File: src/rtl/pb_pkg.sv
// Shared types, default timing constants and counter sizing for the pushbutton conditioner.
package pb_pkg;

  typedef enum logic [1:0] {
    IDLE   = 2'd0,
    HELD   = 2'd1,
    DELAY  = 2'd2,
    REPEAT = 2'd3
  } rep_state_t;

  localparam int DEF_NUM_KEYS        = 4;
  localparam int DEF_DEBOUNCE_CYCLES = 1000000;
  localparam int DEF_REPEAT_DELAY    = 25000000;
  localparam int DEF_REPEAT_PERIOD   = 5000000;

  // Bits needed to count 0..n-1, never less than one bit.
  function automatic int cnt_width(input int n);
    return (n <= 2) ? 1 : $clog2(n);
  endfunction

endpackage

File: src/rtl/pb_channel.sv
// One pushbutton: two-flop synchronizer, counter debouncer and auto-repeat FSM.
module pb_channel
  import pb_pkg::*;
#(
  parameter int DEBOUNCE_CYCLES = DEF_DEBOUNCE_CYCLES,
  parameter int REPEAT_DELAY    = DEF_REPEAT_DELAY,
  parameter int REPEAT_PERIOD   = DEF_REPEAT_PERIOD
) (
  input  logic clk,
  input  logic reset_n,
  input  logic key_n,
  input  logic repeat_en,
  output logic btn_level,
  output logic press_pulse,
  output logic release_pulse,
  output logic key_event
);

  localparam int DCW = cnt_width(DEBOUNCE_CYCLES);
  localparam int RCW = cnt_width((REPEAT_DELAY > REPEAT_PERIOD) ? REPEAT_DELAY : REPEAT_PERIOD);
  localparam logic [DCW-1:0] DB_LAST     = DCW'(DEBOUNCE_CYCLES - 1);
  localparam logic [RCW-1:0] DELAY_LAST  = RCW'(REPEAT_DELAY - 1);
  localparam logic [RCW-1:0] PERIOD_LAST = RCW'(REPEAT_PERIOD - 1);

  logic           sync1_reg, sync2_reg;
  logic           raw;
  logic           stable_reg, stable_next;
  logic [DCW-1:0] dcnt_reg, dcnt_next;
  logic           press_next, release_next;
  rep_state_t     state_reg, state_next;
  logic [RCW-1:0] rcnt_reg, rcnt_next;
  logic           strobe_next;

  // Synchronizer flops idle at 1 so reset reads as "released".
  always_ff @(posedge clk or negedge reset_n) begin
    if (!reset_n) begin
      sync1_reg <= 1'b1;
      sync2_reg <= 1'b1;
    end else begin
      sync1_reg <= key_n;
      sync2_reg <= sync1_reg;
    end
  end

  assign raw = ~sync2_reg;

  always_comb begin
    stable_next  = stable_reg;
    dcnt_next    = dcnt_reg;
    press_next   = 1'b0;
    release_next = 1'b0;
    if (raw == stable_reg) begin
      dcnt_next = '0;
    end else if (dcnt_reg == DB_LAST) begin
      stable_next  = raw;
      dcnt_next    = '0;
      press_next   = raw;
      release_next = ~raw;
    end else begin
      dcnt_next = dcnt_reg + DCW'(1);
    end
  end

  // The FSM reacts to the debouncer's next-cycle events so the first repeat
  // lands exactly REPEAT_DELAY cycles after the registered press pulse.
  always_comb begin
    state_next  = state_reg;
    rcnt_next   = rcnt_reg;
    strobe_next = 1'b0;
    if (state_reg == IDLE) begin
      if (press_next) begin
        state_next = repeat_en ? DELAY : HELD;
        rcnt_next  = '0;
      end
    end else if (release_next) begin
      state_next = IDLE;
      rcnt_next  = '0;
    end else if (!repeat_en) begin
      state_next = HELD;
      rcnt_next  = '0;
    end else begin
      case (state_reg)
        HELD: begin
          state_next = DELAY;
          rcnt_next  = '0;
        end
        DELAY: begin
          if (rcnt_reg == DELAY_LAST) begin
            strobe_next = 1'b1;
            state_next  = REPEAT;
            rcnt_next   = '0;
          end else begin
            rcnt_next = rcnt_reg + RCW'(1);
          end
        end
        REPEAT: begin
          if (rcnt_reg == PERIOD_LAST) begin
            strobe_next = 1'b1;
            rcnt_next   = '0;
          end else begin
            rcnt_next = rcnt_reg + RCW'(1);
          end
        end
        default: begin
          state_next = IDLE;
          rcnt_next  = '0;
        end
      endcase
    end
  end

  always_ff @(posedge clk or negedge reset_n) begin
    if (!reset_n) begin
      stable_reg    <= 1'b0;
      dcnt_reg      <= '0;
      state_reg     <= IDLE;
      rcnt_reg      <= '0;
      press_pulse   <= 1'b0;
      release_pulse <= 1'b0;
      key_event     <= 1'b0;
    end else begin
      stable_reg    <= stable_next;
      dcnt_reg      <= dcnt_next;
      state_reg     <= state_next;
      rcnt_reg      <= rcnt_next;
      press_pulse   <= press_next;
      release_pulse <= release_next;
      key_event     <= press_next | strobe_next;
    end
  end

  assign btn_level = stable_reg;

endmodule

File: src/rtl/pb_conditioner.sv
// KEY[3:0] conditioner: one independent channel per button, outputs packed per bit.
module pb_conditioner
  import pb_pkg::*;
#(
  parameter int NUM_KEYS        = DEF_NUM_KEYS,
  parameter int DEBOUNCE_CYCLES = DEF_DEBOUNCE_CYCLES,
  parameter int REPEAT_DELAY    = DEF_REPEAT_DELAY,
  parameter int REPEAT_PERIOD   = DEF_REPEAT_PERIOD
) (
  input  logic                clk,
  input  logic                reset_n,
  input  logic [NUM_KEYS-1:0] key_n,
  input  logic                repeat_en,
  output logic [NUM_KEYS-1:0] btn_level,
  output logic [NUM_KEYS-1:0] press_pulse,
  output logic [NUM_KEYS-1:0] release_pulse,
  output logic [NUM_KEYS-1:0] key_event
);

  generate
    for (genvar gi = 0; gi < NUM_KEYS; gi++) begin : g_ch
      pb_channel #(
        .DEBOUNCE_CYCLES(DEBOUNCE_CYCLES),
        .REPEAT_DELAY   (REPEAT_DELAY),
        .REPEAT_PERIOD  (REPEAT_PERIOD)
      ) u_ch (
        .clk          (clk),
        .reset_n      (reset_n),
        .key_n        (key_n[gi]),
        .repeat_en    (repeat_en),
        .btn_level    (btn_level[gi]),
        .press_pulse  (press_pulse[gi]),
        .release_pulse(release_pulse[gi]),
        .key_event    (key_event[gi])
      );
    end
  endgenerate

endmodule

File: config.mk
export PLATFORM = sky130hd
export DESIGN_NAME = pb_conditioner
export DESIGN_NICKNAME = d
export VERILOG_FILES = /design/src/rtl/pb_pkg.sv /design/src/rtl/pb_channel.sv /design/src/rtl/pb_conditioner.sv
export SDC_FILE = /design/constraint.sdc
export NUM_CORES = 1
export LEC_CHECK = 0
export BUFFER_PORTS_ARGS = -buffer_cell sky130_fd_sc_hd__buf_4
export CORE_ASPECT_RATIO = 1.2
export CORE_MARGIN = 3
export CORE_UTILIZATION = 30
export DETAILED_ROUTE_END_ITERATION = 12
export SYNTH_ARGS = -nofsm -noshare
export SYNTH_HDL_FRONTEND = slang
export SYNTH_SLANG_ARGS = --single-unit
File: constraint.sdc
create_clock -name clk -period 3.6 [get_ports clk]
set_clock_uncertainty 0.05 [all_clocks]
set_input_delay 0.36 -clock clk [delete_from_list [all_inputs] [get_ports clk]]
set_output_delay 0.36 -clock clk [all_outputs]
set_load 0.02 [all_outputs]
==> flow_summary.toml, run 1 <==
[clock_network]
clock_latency_ps = 510
cts_resized = 0
htree_levels = 1
clock_sinks = 212
cts_made_buffers = 23
clk_pin_slew_worst_paths_ps = 60
tritoncts = "done"
cts_buffer_depth = 3
root_buffer = "clkbuf_16"

[grt]
grt_max_degree = 83
grt_use_total_pct = 12.23
grt_antenna_before_repair = 0
overflow = 0
grt_pass1_vias = 8840
grt_pass1_wl_microns = 43500

[power_and_ir_drop]
power_frac_clock_pct = 39.6
power_density_nw_per_um2 = 452.9
internal_power_mw = 4.205
power_frac_seq_pct = 43.0
power.leakage_nw = 5.621
switching_share_pct = 28.89
switchingPower_mw = 1.708
combinationalPowerShare_pct = 17.4
irDropWorstVdd_mv = 0.3573

[timing]
setup_tns_ps = 0
fmax_ghz = 0.3503
fin_crit_sh_pct = 79.31
timing.final.hold_violations = 0
layout_min_cycle_time_ps = 2855
grt_setup_unrepaired = "no"
worst_pin_slew_ps = 991.2
slew_headroom_pct = 33.92
hold_ws_ps = 304.1
maxSlewViolCount = 0
setup_viol = 0

[floorplan]
core_sq_um = 38060
num_rows = 78
io-pin-count = 23
die_area_sq_um = 41310
die-height_microns = 222.1
start_util_pct = 30.66
die_w_microns = 186.0

[detailed_routing]
top_layer_used = "met4"
wl_microns = 24760
wl_per_cell_microns = 14.06
wl_met3_microns = 713
drtIter0Drc = 564
viasPerCell = 5.196
route.met2.wl_microns = 12040
first_pass_iters = 4
remaining_drc_errors = 0
vias = 9150
m1WireLength_microns = 11490
ant_nets = 0

[critical_path]
crit_family = "compound AO/OA/AOI/OAI gates"
crit_arrival_ps = 3210
cp-end-kind = "flip-flop"
path_cells = "ha_1, and3_1, nand4_1, o41ai_1, a21o_1, o21ai_0, a21bo_2"
critPathMaxFanout = 25
crit_type = "reg -> reg"
crit_required_ps = 3960
startpoint_type = "flip-flop"
critPathBufInv = 0
cpPeakStageDelay_ps = 680
slowest_stage = "a21o_1"

[place]
dp_cells = 1715
numPortBuffers = 22
hpwl_microns = 16550
gp_congestion = 0.7781

[layout]
largest_reg_flops = 100
layout_commonest_cell = "dfrtp_1"
syn_to_final_growth_pct = 11.87
drive_gt1_share_pct = 8.899
n_antenna_cell = 0
final_cells = 1761
nets = 1296
layout_common_cells = "204 x dfrtp_1, 136 x nand2_1, 130 x nor2_1, 107 x nand3_1, 52 x xor2_1"

[synth]
ys.warnings.count = 0
async_reset_ff_share_pct = 100.0
syn_inst = 1256
synth_cell_types = 79
synth_seq_cells = 212
synth_area_per_cell_sq_um = 9.291
syn_area_sq_um = 11670
ys.flop_type = "dfrtp_1"
synth-edff-count = 0
synth_nets = 1287
seq_area_frac_synth_pct = 45.55

[min_path]
hold_class = "reg -> reg"

[run_status]
status = "complete, no violations"

[flow_run]
cap_violations = 0
## path summary, 6_finish.rpt
path	start	endpoint	slack (ps)	depth (start not counted)
worst min register to register	g_ch[0].u_ch.sync1_reg$_DFF_PN1_	g_ch[0].u_ch.sync2_reg$_DFF_PN1_	300	0
max in group asynchronous	reset_n	g_ch[2].u_ch.sync1_reg$_DFF_PN1_	2240	3
min in group asynchronous	reset_n	g_ch[0].u_ch.dcnt_reg[15]$_DFF_PN0_	330	2
worst max register to register	g_ch[1].u_ch.rcnt_reg[0]$_DFFE_PN0P_	g_ch[1].u_ch.rcnt_reg[24]$_DFFE_PN0P_	740	7
worst min-delay path	g_ch[0].u_ch.sync1_reg$_DFF_PN1_	g_ch[0].u_ch.sync2_reg$_DFF_PN1_	300	0
worst max-delay path	g_ch[1].u_ch.rcnt_reg[0]$_DFFE_PN0P_	g_ch[1].u_ch.rcnt_reg[24]$_DFFE_PN0P_	740	7
## layout make-up
| type | count | area, sq um |
|---|---|---|
| fill | 3837 | 25010 |
| inverter | 35 | 131.4 |
| multi-input combinational | 950 | 5917 |
| timing repair buffer | 43 | 367.9 |
| clock buffer | 33 | 633.1 |
| sequential | 212 | 5315 |
| clock inverter | 8 | 90.09 |
| tap | 480 | 600.6 |
## per-stage QoR
| step | total power, mW | util (%) | area, sq um | worst slack, ps |
|---|---|---|---|---|
| floorplan | 3.330 | - | 11670 | 1364 |
| global placement | 3.587 | 32.27 | 12280 | 843.6 |
| detailed placement | 3.619 | 32.27 | 12280 | 825.1 |
| CTS | 6.025 | 34.30 | 13060 | 822.6 |
| global route | 6.246 | 34.30 | 13060 | 490.9 |
| finish | 5.913 | 34.30 | 13060 | 745.0 |
## cell usage after synthesis (7+ instances only)
master / count / area share [%]
nand3_1: 107 / 4.6
mux2i_1: 15 / 1.3
or3_1: 15 / 0.80
nor2_1: 130 / 4.2
and4_1: 8 / 0.60
o311ai_0: 11 / 0.83
and2_1: 17 / 0.91
or4_1: 8 / 0.51
a21oi_1: 31 / 1.3
nand2_1: 136 / 4.4
nor4_1: 23 / 1.2
dfrtp_1: 204 / 44
nor3_1: 33 / 1.4
buf_2: 11 / 0.47
a21o_1: 23 / 1.5
a221o_1: 13 / 1.1
buf_4: 19 / 1.2
o21ai_0: 46 / 2.0
dfstp_2: 8 / 1.8
ha_1: 24 / 2.6
o21a_1: 9 / 0.58
inv_1: 35 / 1.1
nand4b_1: 7 / 0.53
xor2_1: 52 / 3.9
nand2b_1: 7 / 0.38
xnor2_1: 25 / 1.9
and3_1: 42 / 2.3
a22o_1: 14 / 1.1
nand4_1: 43 / 2.3
clkbuf_1: 28 / 0.90
## kinds of logic after synthesis
group | Yosys count | synth area share, %
AOI/OAI and AO/OA | 203 | 12.31
xor gates and xnor gates | 77 | 5.779
adders and majority gates | 24 | 2.573
buffers and inverters | 94 | 3.817
DFF | 212 | 45.55
muxes | 20 | 1.769
and+or+nand+nor | 626 | 28.21
## power by group through the flow
stage	clock network [mW]	logic [mW]	registers, mW
global route	2.52	1.17	2.56
finish	2.34	1.03	2.54
global placement	0	1.01	2.58
detailed placement	0	1.03	2.58
CTS	2.44	1.04	2.54
floorplan	0	0.766	2.56
## layer usage
layer	global-route usage [%]	vias to the layer above
met5	0	-
met4	3.797	0
met3	1.510	29
met2	20.67	109
met1	16.28	4436
li1	-	4576
## timing repair
item / 4_1_cts / 5_1_grt
hold buffers: 5 / 0
setup endpoints to repair: 0 / 0
buffers inserted: 0 / 0
hold endpoints to repair: 73 / 0
Note: power is estimated with default switching activity, not from simulation.
==> inputs of run 2 (changes only) <==
==> constraint.sdc (replaced) <==
create_clock -name clk -period 2.3 [get_ports clk]
set_clock_uncertainty 0.05 [all_clocks]
set_input_delay 0.23 -clock clk [delete_from_list [all_inputs] [get_ports clk]]
set_output_delay 0.23 -clock clk [all_outputs]
set_load 0.02 [all_outputs]
==> run 2 against run 1 <==
Worst hold slack got worse by 100 ps. Clock power grew 81%. Count of clock-buffer cells in the layout is 1 lower. Highest routed layer unchanged. Critical path depth is the same. Critical endpoint is now g_ch[2].u_ch.rcnt_reg[21]$_DFFE_PN0P_. Combinational power grew to 2.6 times the previous value. Flip-flop and latch count did not move. Routed wire length grew 16%. Sequential share of layout area down 5.6 points. Core utilization is 5.4 points higher.
==> flow_summary.toml, run 2 (synthesis results as in run 1) <==
[layout]
n_antenna_cell = 0
final_util_pct = 39.72
design_area_sq_um = 15120
fill_cells = 3732
nets = 1494
layout_common_cells = "207 x buf_4, 203 x dfrtp_1, 133 x nand2_1, 130 x nor2_1, 107 x nand3_1"
largest_reg_flops = 100
syn_to_final_growth_pct = 29.56
drive_gt1_share_pct = 23.97
layout_commonest_cell = "buf_4"

[floorplan]
core_sq_um = 38060
io-pin-count = 23
die_area_sq_um = 41310
num_rows = 78
die-height_microns = 222.1
start_util_pct = 30.66
die_w_microns = 186.0

[clock_network]
htree_levels = 1
root_buffer = "clkbuf_16"
tritoncts = "done"
cts_made_buffers = 24
clk_pin_slew_worst_paths_ps = 60
clock_sinks = 212
clock_latency_ps = 530
cts_buffer_depth = 3

[grt]
grt_use_total_pct = 13.40
grt_pass1_vias = 9907
grt_max_degree = 67
grt_antenna_before_repair = 0
grt_pass1_wl_microns = 47230
overflow = 0

[power_and_ir_drop]
power.leakage_nw = 6.774
power_mw = 10.82
irDropWorstVdd_mv = 0.4689
power_density_nw_per_um2 = 716.0

[run_status]
status = "complete, no violations"

[detailed_routing]
vias = 10050
first_pass_iters = 5
ant_nets = 0
wl_per_cell_microns = 14.59
drtIter0Drc = 645
viasPerCell = 5.125
remaining_drc_errors = 0
wl_microns = 28610

[critical_path]
startpoint_type = "flip-flop"
crit_arrival_ps = 2640
critPathMaxFanout = 14
cpPeakStageDelay_ps = 550
path_cells = "or4_4, nor4_4, a41o_1, a21oi_2, buf_6, and3_4, a221o_1"
slowest_stage = "or4_4"
crit_start = "g_ch[2].u_ch.dcnt_reg[6]$_DFF_PN0_"
r2r-start = "g_ch[2].u_ch.dcnt_reg[6]$_DFF_PN0_"
crit_required_ps = 2670
cp-end-kind = "flip-flop"
crit_type = "reg -> reg"

[timing]
slew_headroom_pct = 62.50
grt_setup_unrepaired = "yes"
fin_crit_sh_pct = 98.84
fmax_ghz = 0.4399
maxSlewViolCount = 0
timing.final.hold_violations = 0
worst_pin_slew_ps = 562.5
setup_viol = 0
setup_tns_ps = 0
layout_min_cycle_time_ps = 2273
hold_ws_ps = 201.1

[place]
gp_congestion = 0.8296
numPortBuffers = 22
placed_cell_area_sq_um = 13610
hpwl_microns = 19040

[flow_run]
cap_violations = 0

[min_path]
hold_class = "in -> async"
## run 2: changes by cell type in the layout (fill, tap and decap cells not counted), moves of 4 or more
cell / previous run / this run
buf_12: 2 / 9
clkbuf_16: 23 / 28
o311ai_0: 11 / 6
buf_6: 0 / 10
nor4_2: 1 / 7
nor4_1: 23 / 16
buf_4: 35 / 207
and3_1: 42 / 37
o311ai_1: 0 / 5
and3_4: 0 / 4
clkbuf_1: 8 / 4
## run 2: final timing paths
path                                                              end  slack (ps)  depth (start not counted)
worst max-delay path            g_ch[2].u_ch.rcnt_reg[21]$_DFFE_PN0P_          30                          7
worst min-delay path               g_ch[0].u_ch.dcnt_reg[0]$_DFF_PN0_         200                          2
worst max register to register  g_ch[2].u_ch.rcnt_reg[21]$_DFFE_PN0P_          30                          7
worst min register to register       g_ch[2].u_ch.sync2_reg$_DFF_PN1_         310                          0
max in group asynchronous            g_ch[3].u_ch.sync2_reg$_DFF_PN1_        1260                          3
min in group clk                g_ch[0].u_ch.state_reg[0]$_DFFE_PN0P_         230                          5
## run 2: where the power goes
part | internal (mW) | switching (mW)
registers | 3.86 | 0.0816
clock network | 2.64 | 1.59
logic | 1.26 | 1.40
## run 2: area by class of cell
cell class              instances  area (sq um)  area share [%]
clock buffers                  32         681.9           4.510
clock inverters                12         185.2           1.225
flip-flops and latches        212          5316           35.16
well taps                     480         600.6           3.972
multi-input cells             953          6207           41.05
inverters                      35         131.4          0.8689
repair buffers                237          1997           13.21
## run 2: layer usage
layer,GRT usage [%],wire length (microns),vias to the layer above
li1,-,-,4956
met1,16.89,12840,4932
met2,23.31,14280,113
met3,1.690,753,49
met4,4.951,739,0
met5,0,0,-
## run 2: per-stage QoR
step,instances,setup WS [ps]
finish,1961,26.64
global route,1961,-79.25
CTS,1933,0.1747
detailed placement,1882,-141.0
global placement,1882,-91.87
floorplan,1256,64.08
## run 2: critical path, delay by kind of cell, from the launching register on
family | cells | cell delay (ps)
AOI/OAI and AO/OA | 3 | 630
buffers and inverters | 1 | 170
DFF | 1 | 380
and+or+nand+nor | 3 | 920
## run 2: timing repair
action / 4_1_cts / 5_1_grt
endpoints found under the hold margin: 67 / 0
hold buffers: 5 / 0
buffers inserted: 2 / 20
gates cloned: 0 / 9
endpoints found under the setup margin: 55 / 76
resized for setup: 10 / 60
pin swaps: 11 / 25
==> inputs of run 3 (changes only) <==
--- a/config.mk
+++ b/config.mk
@@ -8,8 +8,10 @@
 export BUFFER_PORTS_ARGS = -buffer_cell sky130_fd_sc_hd__buf_4
 export CORE_ASPECT_RATIO = 1.2
 export CORE_MARGIN = 3
-export CORE_UTILIZATION = 30
+export CORE_UTILIZATION = 45
 export DETAILED_ROUTE_END_ITERATION = 12
 export SYNTH_ARGS = -nofsm -noshare
 export SYNTH_HDL_FRONTEND = slang
+export SYNTH_HIERARCHICAL = 1
 export SYNTH_SLANG_ARGS = --single-unit
+export TNS_END_PERCENT = 10
==> run 3 against run 2 <==
The run now ends with negative setup slack left. Die area shrank 34%. Final area is 4.9% lower. Routed wire length down 12%. Non-clock buffer count fell by 24. Setup slack lost 260 ps. Synthesized area fell by 2.3%. Worst hold slack improved by 19 ps. Maximum frequency decreased by 10%. Flip-flop and latch count unchanged. Highest routed layer unchanged. Sequential power decreased by 1%.
==> flow_summary.toml, run 3 <==
[synth]
ys.warnings.count = 6
ys_top_cells_by_area = "dfrtp_1 45%, nand3_1 5.0%, nor2_1 4.6%, xor2_1 3.8%, nand2_1 3.7%"
synth-edff-count = 0
syn_area_sq_um = 11400
synth_top_cell_by_area = "dfrtp_1"
seq_area_frac_synth_pct = 46.62
synth.most_common_cell = "dfrtp_1"
synth_nets = 1235
synth_cell_types = 67
ys.flop_type = "dfrtp_1"
syn_inst = 1203
synth_top_area_share_pct = 44.78
synth_seq_cells = 212
synth_area_per_cell_sq_um = 9.476
synth_commonest_cells = "204 x dfrtp_1, 141 x nor2_1, 113 x nand2_1, 113 x nand3_1, 50 x xor2_1"
async_reset_ff_share_pct = 100.0

[power_and_ir_drop]
switchingPower_mw = 2.416
irDropWorstVdd_mv = 0.6001
power_density_nw_per_um2 = 655.4
switching_share_pct = 25.65
power.leakage_nw = 6.558
power_frac_clock_pct = 42.4
combinationalPowerShare_pct = 16.3
internal_power_mw = 7.003
power_frac_seq_pct = 41.3

[place]
placed_cell_area_sq_um = 13210
gp_congestion = 0.8392
numPortBuffers = 22
hpwl_microns = 17500

[floorplan]
start_util_pct = 45.91
num_rows = 63
io-pin-count = 23
die-height_microns = 180.4
core_sq_um = 24830
die_area_sq_um = 27290
die_w_microns = 151.3

[clock_network]
cts_buffer_depth = 3
cts_made_buffers = 25
root_buffer = "clkbuf_16"
clock_latency_ps = 510
htree_levels = 1
clock_sinks = 212
tritoncts = "done"
clk_pin_slew_worst_paths_ps = 60

[min_path]
worstHoldStart = "repeat_en"
hold_class = "in -> reg"

[grt]
grt_max_degree = 71
grt_pass1_wl_microns = 44850
grt_use_total_pct = 19.13
grt_pass1_vias = 9675
overflow = 0
grt_antenna_before_repair = 0

[timing]
fin_crit_sh_pct = 110.3
grt_setup_unrepaired = "yes"
slew_headroom_pct = 60.04
timing.final.hold_violations = 0
maxSlewViolCount = 0
worst_pin_slew_ps = 599.4
setup_ws_ps = -237.0
setup_viol = 76
layout_min_cycle_time_ps = 2537
fmax_ghz = 0.3942
setup_tns_ps = -9795

[detailed_routing]
drtIter0Drc = 445
wl_microns = 25230
remaining_drc_errors = 0
vias = 9593
first_pass_iters = 8
wl_per_cell_microns = 14.45
viasPerCell = 5.494
ant_nets = 0

[critical_path]
crit_start = "g_ch[2].u_ch/rcnt_reg[7]$_DFFE_PN0P_"
critPathMaxFanout = 6
crit_type = "reg -> reg"
cp-end-kind = "flip-flop"
r2r-start = "g_ch[2].u_ch/rcnt_reg[7]$_DFFE_PN0P_"
crit_required_ps = 2650
startpoint_type = "flip-flop"
crit_arrival_ps = 2880

[layout]
design_area_sq_um = 14370
drive_gt1_share_pct = 22.59
n_antenna_cell = 0
layout_commonest_cell = "dfrtp_1"
final_util_pct = 57.88
layout_common_cells = "204 x dfrtp_1, 183 x buf_4, 141 x nor2_1, 112 x nand2_1, 107 x nand3_1"
syn_to_final_growth_pct = 26.08
nets = 1437
largest_reg_flops = 100

[run_status]
status = "complete, but fails checks"
failed_checks = "negative setup slack"

[flow_run]
cap_violations = 0
[run 3: changes by cell type after synthesis, moves of 7 or more]
cell      change
nand2_1      -23
mux2i_1       -7
nor2_1       +11
a21o_1       +13
clkbuf_1     -17
a21oi_1      -14
o21a_1       +13
and4_1        +9
and3_1       -11
nor4bb_1      +9
nor4_1       -11
buf_6        +13
buf_4        -18
[run 3: cells by family (layout without fill, tap and decap cells)]
| kind of cell | after synthesis | in the layout | synth area share (%) |
|---|---|---|---|
| compound gates | 205 | 205 | 12.80 |
| fa+ha+maj | 25 | 25 | 2.744 |
| simple gates | 599 | 599 | 27.23 |
| mux | 12 | 12 | 1.098 |
| xor+xnor | 77 | 77 | 5.916 |
| flops | 212 | 212 | 46.62 |
| buf+inv | 73 | 291 | 3.589 |
[run 3: cell type report]
| type | count | area [sq um] |
|---|---|---|
| Fill cell | 2215 | 10460 |
| Multi-Input combinational cell | 918 | 5878 |
| Sequential cell | 212 | 5315 |
| Timing Repair Buffer | 213 | 1800 |
| Clock buffer | 37 | 760.7 |
| Tap cell | 325 | 406.6 |
| Inverter | 35 | 131.4 |
| Clock inverter | 6 | 80.08 |
[run 3: path summary, 6_finish.rpt]
kind / to / slack, ps / cells after the start
setup / recovery: g_ch[2].u_ch/rcnt_reg[8]$_DFFE_PN0P_ / -240 / 7
hold / removal: g_ch[3].u_ch/state_reg[1]$_DFFE_PN0P_ / 220 / 4
setup reg to reg: g_ch[2].u_ch/rcnt_reg[8]$_DFFE_PN0P_ / -240 / 7
hold reg to reg: g_ch[0].u_ch/sync2_reg$_DFF_PN1_ / 300 / 0
max in group asynchronous: g_ch[1].u_ch/sync1_reg$_DFF_PN1_ / 1260 / 3
min in group asynchronous: g_ch[1].u_ch/rcnt_reg[21]$_DFFE_PN0P_ / 230 / 2
[run 3: per-layer routing]
metal	global-route usage [%]	vias to the layer above	part of all wire, %
met5	0	-	0
met4	3.991	0	1.4
met3	2.667	28	3.4
met2	32.69	131	48
met1	25.87	4647	47
li1	-	4787	-
[run 3: repair_timing]
action                                 CTS  global route
cloned                                   1             0
hold buffers                             5             0
endpoints found under the hold margin   66             0
gates resized for setup                 41            39
pin swaps                               39            16
setup buffers                            1             0
setup endpoints to repair               89            97
[run 3: worst max-delay path: stages (launching register included)]
cell and delay (ps):
dfrtp_1 370, or4_1 520, or4_4 540, o21a_4 250, o21a_4 250, buf_6 130, a21o_1 150, a22o_1 170
[run 3: through the flow]
step	total power [mW]	instances	hold slack (ps)	setup WS, ps
floorplan	4.872	1203	-115.6	-135.0
global placement	5.425	1696	195.6	-219.0
detailed placement	5.447	1696	192.2	-236.0
CTS	9.525	1746	196.3	-245.1
global route	9.901	1746	236.6	-303.9
finish	9.419	1746	220.1	-237.0
[run 3: power groups by stage]
stage | clock [mW] | sequential (mW) | combinational [mW]
after floorplan | 0 | 3.96 | 0.912
after global placement | 0 | 3.96 | 1.47
after detailed placement | 0 | 3.96 | 1.49
after CTS | 4.11 | 3.89 | 1.52
after global routing | 4.28 | 3.91 | 1.71
final | 3.99 | 3.89 | 1.53
